<file path="config.mk">
export PLATFORM = sky130hd
export DESIGN_NAME = ahb3lite_plic_claim_agent
export DESIGN_NICKNAME = d
export VERILOG_FILES = /design/src/rtl/ahb3lite_plic_claim_agent.sv
export SDC_FILE = /design/constraint.sdc
export NUM_CORES = 1
export LEC_CHECK = 0
export CAP_MARGIN = 10
export CORE_MARGIN = 4
export CORE_UTILIZATION = 35
export DETAILED_ROUTE_END_ITERATION = 8
export PLACE_DENSITY = 0.95
export SLEW_MARGIN = 20
export SYNTH_ARGS = -nofsm -noshare
export SYNTH_HDL_FRONTEND = slang
export SYNTH_SLANG_ARGS = --single-unit
</file>
<file path="constraint.sdc">
create_clock -name HCLK -period 2.2 [get_ports HCLK]
set_input_delay 0.22 -clock HCLK [delete_from_list [all_inputs] [get_ports HCLK]]
set_output_delay 0.22 -clock HCLK [all_outputs]
set_load 0.01 [all_outputs]
</file>
<file path="src/rtl/ahb3lite_plic_claim_agent.sv">
// AHB3-Lite master that claims, presents and completes PLIC interrupts for one target.
// Optional PLIC_CLAIM_STATS_EN adds saturating claim / spurious-claim counters.
module ahb3lite_plic_claim_agent #(
    parameter int unsigned           HADDR_SIZE = 16,
    parameter int unsigned           HDATA_SIZE = 32,
    parameter int unsigned           SOURCES    = 35,
    parameter logic [HADDR_SIZE-1:0] CLAIM_ADDR = 16'h0100,
    localparam int unsigned          IDW        = $clog2(SOURCES + 1)
) (
    input  logic                  HCLK,
    input  logic                  HRESETn,
    input  logic                  irq,
    output logic                  HSEL,
    output logic [HADDR_SIZE-1:0] HADDR,
    output logic [HDATA_SIZE-1:0] HWDATA,
    input  logic [HDATA_SIZE-1:0] HRDATA,
    output logic                  HWRITE,
    output logic [2:0]            HSIZE,
    output logic [2:0]            HBURST,
    output logic [3:0]            HPROT,
    output logic [1:0]            HTRANS,
    output logic                  HMASTLOCK,
    input  logic                  HREADY,
    input  logic                  HRESP,
    output logic                  int_valid,
    output logic [IDW-1:0]        int_id,
    input  logic                  int_ack,
`ifdef PLIC_CLAIM_STATS_EN
    output logic [15:0]           claim_cnt,
    output logic [15:0]           spur_cnt,
`endif
    output logic                  bus_err
);

    localparam logic [1:0]     HTRANS_IDLE   = 2'b00;
    localparam logic [1:0]     HTRANS_NONSEQ = 2'b10;
    localparam logic [IDW-1:0] MAX_ID        = IDW'(SOURCES);

    typedef enum logic [2:0] {
        ST_IDLE,
        ST_CLAIM_A,
        ST_CLAIM_D,
        ST_HOLD,
        ST_CMPL_A,
        ST_CMPL_D
    } state_e;

    state_e                state_q, state_d;
    logic                  hsel_q, hsel_d;
    logic [1:0]            htrans_q, htrans_d;
    logic                  hwrite_q, hwrite_d;
    logic [HDATA_SIZE-1:0] hwdata_q, hwdata_d;
    logic                  valid_q, valid_d;
    logic [IDW-1:0]        id_q, id_d;
    logic                  bus_err_q, bus_err_d;

    logic [IDW-1:0]        rd_id_c;
    logic                  spurious_c;
    logic                  unused_hrdata_c;

    assign rd_id_c         = HRDATA[IDW-1:0];
    assign spurious_c      = (rd_id_c == '0) || (rd_id_c > MAX_ID);
    assign unused_hrdata_c = ^HRDATA[HDATA_SIZE-1:IDW];

    assign HSEL      = hsel_q;
    assign HADDR     = CLAIM_ADDR;
    assign HWDATA    = hwdata_q;
    assign HWRITE    = hwrite_q;
    assign HSIZE     = 3'b010;
    assign HBURST    = 3'b000;
    assign HPROT     = 4'b0011;
    assign HTRANS    = htrans_q;
    assign HMASTLOCK = 1'b0;
    assign int_valid = valid_q;
    assign int_id    = id_q;
    assign bus_err   = bus_err_q;

    // Next-state and registered-output decode; bus control defaults to an idle bus.
    always_comb begin
        state_d   = state_q;
        hsel_d    = 1'b0;
        htrans_d  = HTRANS_IDLE;
        hwrite_d  = 1'b0;
        hwdata_d  = hwdata_q;
        valid_d   = 1'b0;
        id_d      = id_q;
        bus_err_d = 1'b0;

        case (state_q)
            ST_IDLE: begin
                if (irq) begin
                    state_d  = ST_CLAIM_A;
                    hsel_d   = 1'b1;
                    htrans_d = HTRANS_NONSEQ;
                end
            end
            ST_CLAIM_A: begin
                if (HREADY) begin
                    state_d = ST_CLAIM_D;
                end else begin
                    hsel_d   = 1'b1;
                    htrans_d = HTRANS_NONSEQ;
                end
            end
            ST_CLAIM_D: begin
                if (HREADY) begin
                    if (HRESP) begin
                        bus_err_d = 1'b1;
                        state_d   = ST_IDLE;
                    end else begin
                        id_d    = rd_id_c;
                        state_d = spurious_c ? ST_IDLE : ST_HOLD;
                    end
                end
            end
            ST_HOLD: begin
                valid_d = 1'b1;
                // Ack is only meaningful once the core has seen int_valid.
                if (int_ack && valid_q) begin
                    valid_d  = 1'b0;
                    state_d  = ST_CMPL_A;
                    hsel_d   = 1'b1;
                    htrans_d = HTRANS_NONSEQ;
                    hwrite_d = 1'b1;
                end
            end
            ST_CMPL_A: begin
                if (HREADY) begin
                    state_d  = ST_CMPL_D;
                    hwdata_d = HDATA_SIZE'(id_q);
                end else begin
                    hsel_d   = 1'b1;
                    htrans_d = HTRANS_NONSEQ;
                    hwrite_d = 1'b1;
                end
            end
            ST_CMPL_D: begin
                if (HREADY) begin
                    bus_err_d = HRESP;
                    // A still-pending irq launches the next claim without an IDLE bubble.
                    if (irq) begin
                        state_d  = ST_CLAIM_A;
                        hsel_d   = 1'b1;
                        htrans_d = HTRANS_NONSEQ;
                    end else begin
                        state_d = ST_IDLE;
                    end
                end
            end
            default: state_d = ST_IDLE;
        endcase
    end

    always_ff @(posedge HCLK or negedge HRESETn) begin
        if (!HRESETn) begin
            state_q   <= ST_IDLE;
            hsel_q    <= 1'b0;
            htrans_q  <= HTRANS_IDLE;
            hwrite_q  <= 1'b0;
            hwdata_q  <= '0;
            valid_q   <= 1'b0;
            id_q      <= '0;
            bus_err_q <= 1'b0;
        end else begin
            state_q   <= state_d;
            hsel_q    <= hsel_d;
            htrans_q  <= htrans_d;
            hwrite_q  <= hwrite_d;
            hwdata_q  <= hwdata_d;
            valid_q   <= valid_d;
            id_q      <= id_d;
            bus_err_q <= bus_err_d;
        end
    end

`ifdef PLIC_CLAIM_STATS_EN
    logic        claim_done_c;
    logic [15:0] claim_cnt_q, spur_cnt_q;

    assign claim_done_c = (state_q == ST_CLAIM_D) && HREADY && !HRESP;
    assign claim_cnt    = claim_cnt_q;
    assign spur_cnt     = spur_cnt_q;

    // Saturating event counters.
    always_ff @(posedge HCLK or negedge HRESETn) begin
        if (!HRESETn) begin
            claim_cnt_q <= '0;
            spur_cnt_q  <= '0;
        end else begin
            if (claim_done_c && !spurious_c && (claim_cnt_q != 16'hFFFF)) begin
                claim_cnt_q <= claim_cnt_q + 16'd1;
            end
            if (claim_done_c && spurious_c && (spur_cnt_q != 16'hFFFF)) begin
                spur_cnt_q <= spur_cnt_q + 16'd1;
            end
        end
    end
`endif

endmodule

</file>
=== Word level (Yosys, flattened, before mapping) ===
Index checks and enable logic that the tools add are counted.

* Bits in registers: 21
* Logic and storage cells: 56
* Bits of input ports: 38
* Output and inout bits: 71

* Muxes and demuxes: 27
* $lt $le $gt $ge: 1
* Equal/unequal tests: 11
* Bitwise logic cells: 1
* Reductions and logical operators: 8

{| class="wikitable"
|+ Operators by type and width
! operator !! number
|-
| 3-bit two-way mux || 6
|-
| 3-bit one-hot mux with 6 select lines || 1
|-
| 2-bit two-way mux || 6
|-
| 2-bit inequality test, second input constant || 6
|-
| 1-bit two-way mux || 10
|-
| 2-bit one-hot mux with 4 select lines || 1
|-
| 3-bit by 2-bit == test with 1-bit output, second input constant || 2
|-
| 3-bit == test, second input constant || 2
|-
| 6-bit greater-than comparator, second input constant || 1
|-
| 6-bit logical NOT || 1
|-
| 6-bit AND reduction || 1
|-
| 1-bit one-hot mux with 2 select lines || 2
|-
| 1-bit one-hot mux with 4 select lines || 1
|-
| 3-bit by 1-bit == test with 1-bit output, second input constant || 1
|-
| 3-bit logical NOT || 1
|-
| 3-bit AND reduction || 1
|-
| 2-bit AND reduction || 1
|-
| 2-bit OR reduction || 1
|-
| 1-bit logical AND || 1
|-
| 1-bit logical OR || 1
|-
| 1-bit inverter || 1
|}

=== Logic depth before layout (Yosys ltp) ===
Gate-level depths: netlist of run 1.

* Word-level depth: 6
* Mapped depth: 5
* Mapped depth without buffers: 3

=== Least setup slack after synthesis of run 1 ===
OpenSTA, ideal clock, no wires.

* Kind: register to register
* Start: reg state_q[2]
* End: reg id_q[0] (netlist: int_id[0])
* Setup slack: 0.673 ns
* Data required time: 2.075 ns
* Stages on the path, launching flop included: 6
* Library setup time: 0.125 ns
* Arrival time: 1.401 ns
* Clock period less this slack: 1.527 ns
* Buffers on the path: 2
* Path through: dfrtp_1 buf_6 nand2b_4 or3_1 buf_6 mux2_4

* Cells in the longest elaborated chain, start to end: 2

{| class="wikitable"
|+ RTL lines
! what !! line !! RTL
|-
| from (decl) || 48 || <nowiki>state_e state_q, state_d;</nowiki>
|-
| from (signal assigned) || 165 || <nowiki>state_q <= state_d;</nowiki>
|-
| 3-bit by 2-bit == test with 1-bit output || 89 || <nowiki>case (state_q)</nowiki>
|-
| 3-bit AND reduction (no source line) || -- ||
|-
| to (signal assigned) || 171 || <nowiki>id_q <= id_d;</nowiki>
|-
| to (decl) || 54 || <nowiki>logic [IDW-1:0] id_q, id_d;</nowiki>
|}

Every way passes these cells.
A chain may end at the register's enable or synchronous reset.

=== Worst setup path in the final report of run 1 ===
* Start: reg state_q[0]
* End: reg id_q[5] (netlist: int_id[5])

Same word-level chain as after synthesis.

==> metrics.csv, run 1 <==
metric;value;unit
slew_viol_final;0;
diodes;0;
num_io_pins;109;
worst_slack;473;ps
required;2330;ps
critical_path.max_fanout;11;
fin_area;1460;um2
grtUsageTotal;9.11;%
synthTopCellsByArea;dfrtp_1 36%, buf_4 31%, mux2_4 6.9%, mux2_2 5.1%, or3_1 1.9%;
critPathArrivalTime;1860;ps
maxCapViolations;0;
detail-route-antenna-nets;0;
die_h;69.3;um
criticalPathCategory;flop to flop;
post_dp_cell_area;1420;um2
die_area;4800;um2
viasPerCell;3.93;
place_congestion;0.882;
cts_buffer_depth;2;
syn2layout_area_growth;11.1;%
crit_chain;nand2b_1 -> or3_1 -> mux2_4;
clock.fmax;579;MHz
synth-edff-count;0;
drive_above_1_share;12.5;%
grt_antenna_before_repair;0;
final_hold_viol_count;0;
reg2reg_from;state_q[0];
cts-hold-fix-buffers;0;
start_util;37.9;%
cts.repair.resized;0;
cts-htree-levels;1;
holdWs;427;ps
cts.sinks;19;
end_kind;flop;
slew_headroom;47.7;%
grt_pass1_wl;3.54;mm
rrSetupSlack;470;ps
synthArstFlopShare;100;%
cts-root-buf;clkbuf_8;
synth.avg_cell_area;10.5;um2
yosys_register_bits;19;
cts_tree;yes;
seq_area_frac_synth;36.2;%
period_share;78.5;%
critPathMaxStageDelay;500;ps
grt_max_degree;20;
nFillCells;357;
finalClockSkew;2.27;ps
endpoint;int_id[5];
reg2reg_depth;3;
ys_types;31;
rsz0062_at_grt;false;
tightest_slew;782;ps
clk_pin_slew;70;ps
route.detailed.drc;0;
worstReg2RegEnd;int_id[5];
drt_wl_total;2.22;mm
tns;0;ps
post-cts-setup-buffers;0;
place_ws;418;ps
drtPass1Iterations;3;
drt-wirelength-per-cell;11.2;um
core;3470;um2
multi_input_comb_area;587;um2
startpoint_type;flop;
regArea;475;um2
grt_overflow;0;
outcome;completed;
post-dp-hpwl;1.86;mm
max-vdd-ir-drop;0.324;mV
synth_top_area_cell;dfrtp_1;
clkLatencyLatePin;250;ps
fin_nets;191;
synth.most_common_cell;buf_4;
cts_made_buffers;3;
power_density;1040;nW/um2
synth_top_area_share;36.2;%
setup_viol;0;
ys.flop_type;dfrtp_1;
hold_path.class;primary input to async pin;
synth_warnings;0;
cp_slowest_cell;dfrtp_1;
die_w;69.3;um
finalCriticalPeriod;1730;ps
vias;779;
syn_area;1310;um2
yosys-top-cells-count;55 x buf_4, 19 x dfrtp_1, 6 x mux2_2, 6 x mux2_4, 4 x or3_1;
crit_start;state_q[0];
rows;21;
syn_inst;125;
port_buffers;28;
first_iter_violations;47;
grt_pass1_vias;771;
p_leak;0.715;nW
-- worst min-delay path by stage --
| stage | end | slack [ps] | from | cells after the start |
|---|---|---|---|---|
| 2_1_floorplan | HTRANS[1] | -80 | HRESETn | 0 |
| 3_3_place_gp | int_valid | 470 | int_valid | 1 |
| 3_5_place_dp | int_valid | 470 | int_valid | 1 |
| 4_1_cts | HTRANS[1] | 480 | HRESETn | 1 |
| 5_1_grt | int_valid | 510 | int_valid | 1 |
| 6_report | int_id[2] | 430 | HRESETn | 1 |
-- metrics by stage --
| step | utilization [%] | total power, mW | instances |
|---|---|---|---|
| after floorplan | - | 1.07 | 177 |
| after global placement | 40.8 | 1.27 | 194 |
| after detailed placement | 40.8 | 1.30 | 194 |
| after global routing | 42.1 | 1.61 | 198 |
| after CTS | 42.1 | 1.53 | 198 |
| final | 42.1 | 1.52 | 198 |
-- critical path: cells and delay by family (launching register included) --
| kind | cells | cell delay (ps) |
|---|---|---|
| multiplexers | 1 | 350 |
| flip-flops | 1 | 500 |
| AND/OR/NAND/NOR | 2 | 760 |
-- state kept, by name, summed over array words and instances (netlist names) --
| signal | count |
|---|---|
| int_valid | 1 |
| int_id | 6 |
| state_q | 3 |
| HTRANS | 1 |
| HWDATA | 6 |
| HWRITE | 1 |
| bus_err | 1 |
-- per-layer routing --
metal / wire [um] / up-vias / global-route usage [%]
met4: 9 / 0 / 4.12
met3: 226 / 2 / 2.61
met2: 1210 / 50 / 17.3
met5: 0 / - / 0
met1: 778 / 366 / 9.02
li1: - / 361 / -
-- placed cells by master (no fill, tap or decap), types with 2 or more instances in the layout --
master            n
conb_1           54
nand2_1           2
inv_1             2
o31ai_1           2
clkbuf_8          3
xnor2_1           2
dfrtp_1          19
clkdlybuf4s50_1  28
mux2_4            6
o21ai_0           3
mux2_2            6
nand2b_1          2
or3_1             4
-- cell type report --
| cell class | instances | share of cell area [%] |
|---|---|---|
| multi-input combinational | 98 | 40.2 |
| clock buffer | 4 | 3.08 |
| sequential | 19 | 32.6 |
| inverter | 2 | 0.514 |
| tap | 46 | 3.94 |
| timing repair buffer | 29 | 19.7 |
-- report_power, final --
part,switching [mW],internal (mW),leakage (nW)
clock,0.103,0.128,0.0228
combinational,0.263,0.412,0.447
sequential,0.130,0.478,0.245
-- kinds of logic (layout without fill, tap and decap cells) --
kind of cell	after synthesis	in the layout	synth area share [%]
multiplexers	13	13	12.8
AO/OA/AOI/OAI	12	12	6.67
AND/OR/NAND/NOR	17	17	8.48
other	2	54	0.572
flip-flops	19	19	36.2
buffers and inverters	60	35	34.0
XOR/XNOR	2	2	1.33
(Power assumes the default switching activity.)
==> run 2, diff against run 1 <==
--- a/config.mk
+++ b/config.mk
@@ -7,9 +7,9 @@
 export LEC_CHECK = 0
 export CAP_MARGIN = 10
 export CORE_MARGIN = 4
-export CORE_UTILIZATION = 35
+export CORE_UTILIZATION = 29
 export DETAILED_ROUTE_END_ITERATION = 8
-export PLACE_DENSITY = 0.95
+export PLACE_DENSITY = 0.88
 export SLEW_MARGIN = 20
 export SYNTH_ARGS = -nofsm -noshare
 export SYNTH_HDL_FRONTEND = slang
==> constraint.sdc (replaced) <==
create_clock -name HCLK -period 1.5 [get_ports HCLK]
set_input_delay 0.15 -clock HCLK [delete_from_list [all_inputs] [get_ports HCLK]]
set_output_delay 0.15 -clock HCLK [all_outputs]
set_load 0.01 [all_outputs]
==> metrics.csv, run 2 (synthesis gave the netlist of run 1 again) <==
metric;value;unit;change
fin_cells;216;;+9.1%
drive_above_1_share;19.5;%;+7.0 points
maxCapViolations;0;;unchanged
slew_viol_final;0;;unchanged
cp_slowest_cell;dfrtp_1;;
holdWs;247;ps;-180 ps
route.detailed.drc;0;;unchanged
place_congestion;0.763;;-13%
mostFrequentLayoutCell;conb_1;;
grtUsageTotal;7.98;%;-1.1 points
core;4380;um2;+26%
critPathTopFamily;flip-flops;;
cts_made_buffers;3;;unchanged
dp.cells;212;;+9.3%
finalClockSkew;2.41;ps;+0.143 ps
startpoint_type;flop;;
clock.fmax;698;MHz;+21%
drt-wirelength-per-cell;11.1;um;-1.2%
first_iter_violations;59;;+26%
port_buffers;28;;unchanged
p_leak;0.776;nW;+8.4%
num_io_pins;109;;unchanged
path_buf_inv;1;;+1
grt_overflow;0;;unchanged
total_power;2.35;mW;+55%
intPower;1.58;mW;+55%
grt_pass1_vias;776;;+0.65%
seqPwrFrac;35.7;%;-4.5 points
die_h;75.3;um;+8.7%
start_util;30.0;%;-7.9 points
rows;24;;+14%
drtPass1Iterations;4;;+1
cts_tree;yes;;
diodes;0;;unchanged
outcome;completed;;
pwr-share-clk;14.6;%;-0.7 points
critPathArrivalTime;1570;ps;-290 ps
cts-hold-fix-buffers;0;;unchanged
power_density;1510;nW/um2;+45%
criticalPathCategory;flop to flop;;
period_share;95.5;%;+17 points
required;1640;ps;-690 ps
drt_wl_total;2.40;mm;+7.8%
cts_buffer_depth;2;;unchanged
comb_power_share;49.7;%;+5.2 points
hold_path.class;primary input to async pin;;
final_cell_mix;54 x conb_1, 28 x clkdlybuf4s50_1, 19 x dfrtp_1;;
clkLatencyLatePin;250;ps;about the same
final_hold_viol_count;0;;unchanged
crit_chain;nand2b_1 -> nor2_2 -> buf_4 -> mux2_2;;
viasPerCell;3.79;;-3.6%
cts-root-buf;clkbuf_8;;
grt_antenna_before_repair;0;;unchanged
syn2layout_area_growth;19.0;%;
clk_pin_slew;70;ps;about the same
grt_max_degree;20;;unchanged
final_core_util;35.6;%;-6.5 points
grt_pass1_wl;3.51;mm;-0.76%
vias;819;;+5.1%
critical_path.max_fanout;6;;-5
tns;0;ps;unchanged
swShare;33.0;%;+0.23 points
end_kind;flop;;
setup_viol;0;;unchanged
post-dp-hpwl;1.94;mm;+4.1%
critPathMaxStageDelay;440;ps;-60 ps
die_area;5670;um2;+18%
cts.sinks;19;;unchanged
cts-htree-levels;1;;unchanged
fin_nets;203;;+6.3%
die_w;75.3;um;+8.7%
power.net_switching;0.777;mW;+56%
finalCriticalPeriod;1430;ps;-295 ps
rsz0062_at_grt;false;;
max-vdd-ir-drop;0.438;mV;+35%
detail-route-antenna-nets;0;;unchanged
run 2: cell types whose count changed in the layout (fill, tap and decap cells not counted), sizes merged:
cell and delta:
buf +12
run 2: worst paths after layout:
kind | slack, ps | endpoint | depth (start not counted) | startpoint
worst max-delay path | 70 | HWDATA[1] | 4 | state_q[1]
worst min-delay path | 250 | HTRANS[1] | 2 | HRESETn
worst max register to register | 70 | HWDATA[1] | 4 | state_q[1]
worst min register to register | 480 | int_valid | 1 | int_valid
max in group asynchronous | 1050 | HWDATA[2] | 2 | HRESETn
min in group HCLK | 480 | int_valid | 1 | int_valid
run 2: worst reg2reg max path, cell delays in order (launching register included):
cell      delay [ps]
dfrtp_1          440
nand2b_1         240
nor2_2           140
buf_4            160
mux2_2           340
run 2: layer usage:
metal / up-vias / global-route usage [%] / share of wire, %
met1: 389 / 9.31 / 33
li1: 384 / - / -
met5: - / 0 / 0
met4: 0 / 2.91 / 0.54
met2: 44 / 14.8 / 56
met3: 2 / 1.06 / 10
run 2: cell type report:
cell class	count	area [um2]
fill	446	2820
sequential	19	475
inverter	2	7.51
tap	52	65.1
clock buffer	4	45.0
multi-input combinational	98	592
timing repair buffer	41	378
run 2: timing repair:
action	CTS	global route
setup buffers	0	0
setup endpoints to repair	6	0
gates resized for setup	1	0
run 2: power groups by stage:
stage | Combinational [mW] | Clock (mW) | Sequential [mW]
3_3_place_gp | 1.12 | 0 | 0.835
2_1_floorplan | 0.658 | 0 | 0.905
6_report | 1.17 | 0.343 | 0.841
5_1_grt | 1.28 | 0.370 | 0.868
3_5_place_dp | 1.16 | 0 | 0.850
4_1_cts | 1.18 | 0.348 | 0.843
run 2: stage by stage:
step | area, um2 | setup slack [ps]
finish | 1560 | 67.8
global placement | 1510 | -162
detailed placement | 1510 | -174
global route | 1560 | 5.74
CTS | 1560 | 62.9
floorplan | 1510 | -26.5
==> run 3, diff against run 2 <==
--- a/config.mk
+++ b/config.mk
@@ -10,7 +10,6 @@
 export CORE_UTILIZATION = 29
 export DETAILED_ROUTE_END_ITERATION = 8
 export PLACE_DENSITY = 0.88
-export SLEW_MARGIN = 20
 export SYNTH_ARGS = -nofsm -noshare
 export SYNTH_HDL_FRONTEND = slang
 export SYNTH_SLANG_ARGS = --single-unit
==> results of run 3 <==
Final layout, timing and power as in run 2 (identical DEF).
==> RTL edit 1, RTL diff (config.mk and constraints of run 2) <==
Change the parameter `HADDR_SIZE` from 16 to 64.
--- a/src/rtl/ahb3lite_plic_claim_agent.sv
+++ b/src/rtl/ahb3lite_plic_claim_agent.sv
@@ -3,3 +3,3 @@
 module ahb3lite_plic_claim_agent #(
-    parameter int unsigned           HADDR_SIZE = 16,
+    parameter int unsigned           HADDR_SIZE = 64,
     parameter int unsigned           HDATA_SIZE = 32,
Ports: changed (resized HADDR); port bits go from 109 to 157. No check against the original RTL was run, so the function may have changed too.
==> RTL edit 1 against run 2 <==
  * Power up 2.5%
  * Design area rose by 13%
  * Worst setup slack gained 34 ps
  * Synthesized area up 27%
  * First-iteration DRC count down 86%
  * Die area rose by 24%
  * Routed wire length increased by 16%
  * Sequential share of layout area shrank 3.6 points
  * Sequential cell count did not move
  * Synthesized cell count grew 38%
  * Via count increased by 15%
  * Count of clock-buffer cells in the layout unchanged
==> RTL edit 1: results (changes against run 2) <==
* Status: finished clean (unchanged)
* Predominant post-synthesis flop cell: dfrtp_1 (unchanged)
* Met1 usage at 8.88% (was 9.31%)
* TritonCTS Buffers at 3 (unchanged)
* WP data arrival at 1530 ps (was 1570 ps)
* Global-route wire length before repair at 4.25 mm (was 3.51 mm)
* Root buf cell: clkbuf_8 (unchanged)
* Fill cells at 573 (was 446)
* Placed inst area at 0.00171 sq mm (was 0.00151 sq mm)
* Met2 Use GR at 12.4% (was 14.8%)
* Met3 WL post-DR at 347 um (was 243 um)
* Fin. Hold Viols at 0 (unchanged)
* Post-synth ARST share at 100% (unchanged)
* Sequential fraction of the synthesis area at 28.4% (was 36.2%)
* Peak-usage layer in the global routing report: met2 (unchanged)
* Grt met3 use at 2.07% (was 1.06%)
* Synth cell count leaders: buf_4 (103), dfrtp_1 (19), mux2_2 (6), mux2_4 (6), or3_1 (4) (was buf_4 (55), dfrtp_1 (19), mux2_2 (6), mux2_4 (6), or3_1 (4))
* Via-to-Cell Ratio at 3.32 (was 3.79)
* Count of cell types in the netlist at 31 (unchanged)
* Delay-heaviest family, CP: simple AND/OR/NAND/NOR gates (was flip-flops)
* Clk_skew at 0.957 ps (was 2.41 ps)
* Critical-path top delay cell: or3_4 (was dfrtp_1)
* Diode count at 0 (unchanged)
* Setup slack, reg-to-reg at 100 ps (was 70 ps)
* Worst VDD drop at 0.635 mV (was 0.438 mV)
* Share of cells above drive strength 1 at 15.6% (was 19.5%)
* Min-Delay Path Class: in2async (unchanged)
* CTS H-tree depth at 1 (unchanged)
* Synth area leaders: buf_4 (46%), dfrtp_1 (28%), mux2_4 (5.4%), mux2_2 (4.0%), or3_1 (1.5%) (was dfrtp_1 (36%), buf_4 (31%), mux2_4 (6.9%), mux2_2 (5.1%), or3_1 (1.9%))
* Via count of the first global-routing pass at 892 (was 776)
* Leakage power at 0.928 nW (was 0.776 nW)
* Number of port buffers at 28 (unchanged)
* Fin nets at 250 (was 203)
* Worst skew pair latency at 250 ps (about the same)
* Post-CTS resize count at 1 (unchanged)
* Pre-antenna DRT Iters at 4 (unchanged)
* Post-Route WL at 2.78 mm (was 2.40 mm)
* Largest net degree at the start of global routing at 20 (unchanged)
* Final HPWL DP at 2.35 mm (was 1.94 mm)
* Max Used Layer: met4 (unchanged)
* Max incr delay on CP at 440 ps (about the same)
* Worst-path clk slew at 70 ps (about the same)
* Final Wtd Congestion at 0.808 (was 0.763)
* M1 wire length at 1.04 mm (was 800 um)
* GRT Overall Usage at 7.21% (was 7.98%)
* DRT iter0 DRCs at 8 (was 59)
* Setup bufs post-CTS at 0 (unchanged)
* Ys Warns at 0 (unchanged)
* Max FO, Critical Path at 6 (unchanged)
* Max Root-Sink Buffers at 2 (unchanged)
* Initial antenna violation count at 0 (unchanged)
* Wire length on met2 at 1.38 mm (was 1.34 mm)
[RTL edit 1: layout make-up]
type | count | area [sq um] | area share, %
timing repair buffer | 40 | 370 | 20.9
inverter | 2 | 7.51 | 0.424
sequential | 19 | 475 | 26.9
multi-input combinational | 146 | 781 | 44.1
clock buffer | 4 | 45.0 | 2.55
tap | 72 | 90.1 | 5.09
[RTL edit 1: cells by family after synthesis]
family | count (synthesis) | share of synthesized area [%]
xor+xnor | 2 | 1.05
mux | 13 | 10.0
buf+inv | 108 | 48.2
compound gates | 12 | 5.23
flops | 19 | 28.4
other cells | 2 | 0.449
simple gates | 17 | 6.65
[RTL edit 1: worst reg2reg max path: stages, from the launching register on]
cell      delay (ps)
dfrtp_1          380
nand2b_4         150
or3_4            440
mux2_4           320
[RTL edit 1: through the flow]
| stage | std cells | setup WS [ps] | hold slack, ps |
|---|---|---|---|
| floorplan | 273 | -26.5 | -146 |
| global placement | 279 | -146 | 470 |
| detailed placement | 279 | -199 | 478 |
| CTS | 283 | 87.1 | 242 |
| global route | 283 | 44.9 | 276 |
| finish | 283 | 102 | 238 |
[RTL edit 1: report_power, final]
part / switching, mW / total (mW) / leakage, nW / internal [mW]
Combinational: 0.537 / 1.23 / 0.660 / 0.691
Sequential: 0.137 / 0.839 / 0.245 / 0.702
Clock: 0.157 / 0.345 / 0.0228 / 0.188
[RTL edit 1: path summary, 6_finish.rpt]
check | from | to | cells past startpoint
max | state_q[2] | int_id[5] | 3
min | HRESETn | state_q[0] | 2
max reg2reg | state_q[2] | int_id[5] | 3
min reg2reg | int_valid | int_valid | 1
max in group asynchronous | HRESETn | HWDATA[0] | 2
min in group HCLK | int_valid | int_valid | 1
==> RTL edit 2, RTL diff (config.mk and constraints of run 2) <==
Made on the original files. The output `bus_err` loses its register stage (`bus_err_q` becomes a continuous assignment).
--- a/src/rtl/ahb3lite_plic_claim_agent.sv
+++ b/src/rtl/ahb3lite_plic_claim_agent.sv
@@ -162,3 +162,2 @@
             id_q      <= '0;
-            bus_err_q <= 1'b0;
         end else begin
@@ -171,5 +170,6 @@
             id_q      <= id_d;
-            bus_err_q <= bus_err_d;
         end
     end
+
+    assign bus_err_q = bus_err_d;
 
Behaviour: not the same (Yosys sat finds a counterexample within 4 cycles, from zero or initial values and one cycle with HRESETn low).
==> RTL edit 2 against run 2 <==
  * Sequential power is 7.6% lower
  * Sequential share of layout area is 2.3 points lower
  * Sequential cell count is 1 lower
  * Design area is 2.6% higher
  * Worst setup slack worse by 22 ps
  * Global-route usage is 0.29 points higher
  * Synthesized area is 0.29% higher
  * Core utilization is 0.91 points higher
  * Routed wire length is 0.42% higher
  * Power is 3.5% lower
  * Largest cell class unchanged
==> RTL edit 2: results (changes against run 2) <==
* Status: finished clean (unchanged)
* FMAX at 688 MHz (was 698 MHz)
* Clock power share at 17.1% (was 14.6%)
* Via count of the first global-routing pass at 797 (was 776)
* Synth cell count leaders: buf_4 (55), dfrtp_1 (18), mux2_4 (6), mux2_2 (5) (was buf_4 (55), dfrtp_1 (19), mux2_2 (6), mux2_4 (6), or3_1 (4))
* CTS H-tree depth at 1 (unchanged)
* Internal at 1.52 mW (was 1.58 mW)
* Avg WL per Cell at 10.9 um (was 11.1 um)
* Synth area leaders: dfrtp_1 (34%), buf_4 (31%), mux2_4 (6.8%), mux2_2 (4.3%), nor4b_4 (1.8%) (was dfrtp_1 (36%), buf_4 (31%), mux2_4 (6.9%), mux2_2 (5.1%), or3_1 (1.9%))
* Worst-path clk slew at 70 ps (about the same)
* Diode count at 0 (unchanged)
* Root buf cell: clkbuf_8 (unchanged)
* Placed inst area at 0.00153 sq mm (was 0.00151 sq mm)
* Setup slack, reg-to-reg at 50 ps (was 70 ps)
* Fin nets at 207 (was 203)
* Clk_skew at 4.42 ps (was 2.41 ps)
* TritonCTS Buffers at 3 (unchanged)
* Setup bufs post-CTS at 2 (was 0)
* Met3 WL post-DR at 274 um (was 243 um)
* Antenna-violating nets left at 0 (unchanged)
* Combinational Power Share at 48.7% (was 49.7%)
* DRT iter0 DRCs at 44 (was 59)
* Via-to-Cell Ratio at 3.92 (was 3.79)
* Worst skew pair latency at 250 ps (about the same)
* Predominant post-synthesis flop cell: dfrtp_1 (unchanged)
* Max FO, Critical Path at 3 (was 6)
* Max Root-Sink Buffers at 2 (unchanged)
* Min-Delay Path Class: in2async (unchanged)
* Max Used Layer: met3 (was met4)
* Hold WS at 222 ps (was 247 ps)
* Post-CTS resize count at 2 (was 1)
* Global-route wire length before repair at 3.57 mm (was 3.51 mm)
* Pre-CTS setup slack at -185 ps (was -174 ps)
* Largest net degree at the start of global routing at 19 (was 20)
* Share of cells above drive strength 1 at 22.0% (was 19.5%)
* Post-synth ARST share at 100% (unchanged)
* Initial antenna violation count at 0 (unchanged)
* WP data arrival at 1590 ps (was 1570 ps)
* M1 wire length at 833 um (was 800 um)
* Sequential fraction of the synthesis area at 34.2% (was 36.2%)
* Pre-antenna DRT Iters at 4 (unchanged)
* Fill cells at 429 (was 446)
* Leakage power at 0.824 nW (was 0.776 nW)
* Final HPWL DP at 1.96 mm (was 1.94 mm)
* Worst VDD drop at 0.437 mV (was 0.438 mV)
* Number of port buffers at 28 (unchanged)
* Crit. End Element: flip-flop (unchanged)
* GRT Overall Usage at 8.27% (was 7.98%)
* Wire length on met2 at 1.30 mm (was 1.34 mm)
* Count of cell types in the netlist at 31 (unchanged)
* Final Wtd Congestion at 0.841 (was 0.763)
* Ys Warns at 0 (unchanged)
RTL edit 2: cell count changes after synthesis, sizes merged, moves of 2 or more:
cell	delta
o211a	+2
or3	-2
xnor2	-2
a21oi	+3
xor2	+2
nor3	+2
RTL edit 2: final timing paths:
kind / to / depth (start not counted) / from
min reg2reg: int_valid / 1 / int_valid
max in group asynchronous: int_id[0] / 2 / HRESETn
min in group HCLK: int_valid / 1 / int_valid
min: HWRITE / 2 / HRESETn
max reg2reg: HWDATA[0] / 5 / state_q[1]
max: HWDATA[0] / 5 / state_q[1]
RTL edit 2: cells by family (layout without fill, tap and decap cells):
group	count (synthesis)	in the layout	share of synthesized area, %
xor+xnor	2	2	1.33
buf+inv	59	49	33.2
simple gates	18	18	9.97
compound gates	14	14	7.98
other cells	2	54	0.570
mux	13	13	12.7
flops	18	18	34.2
RTL edit 2: layout make-up:
cell class,instances,share of cell area [%]
multi-input cells,101,39.3
flip-flops and latches,18,28.1
repair buffers,44,24.9
well taps,52,4.06
clock buffers,4,3.43
inverters,1,0.234
RTL edit 2: through the flow:
| step | power, mW | std cells | util (%) |
|---|---|---|---|
| 2_1_floorplan | 1.49 | 178 | - |
| 3_3_place_gp | 1.83 | 214 | 34.9 |
| 3_5_place_dp | 1.86 | 214 | 34.9 |
| 4_1_cts | 2.28 | 219 | 36.3 |
| 5_1_grt | 2.44 | 220 | 36.6 |
| 6_report | 2.27 | 220 | 36.6 |
RTL edit 2: critical path, stage by stage, from the launching register on:
cell	delay [ps]
dfrtp_1	390
nand2b_1	160
buf_4	150
nor3_4	140
buf_4	160
mux2_2	330
RTL edit 2: metal layers:
metal / up-vias / global-route usage (%)
met5: - / 0
met2: 55 / 15.0
met1: 409 / 9.44
met3: 0 / 2.37
met4: 0 / 2.33
li1: 398 / -
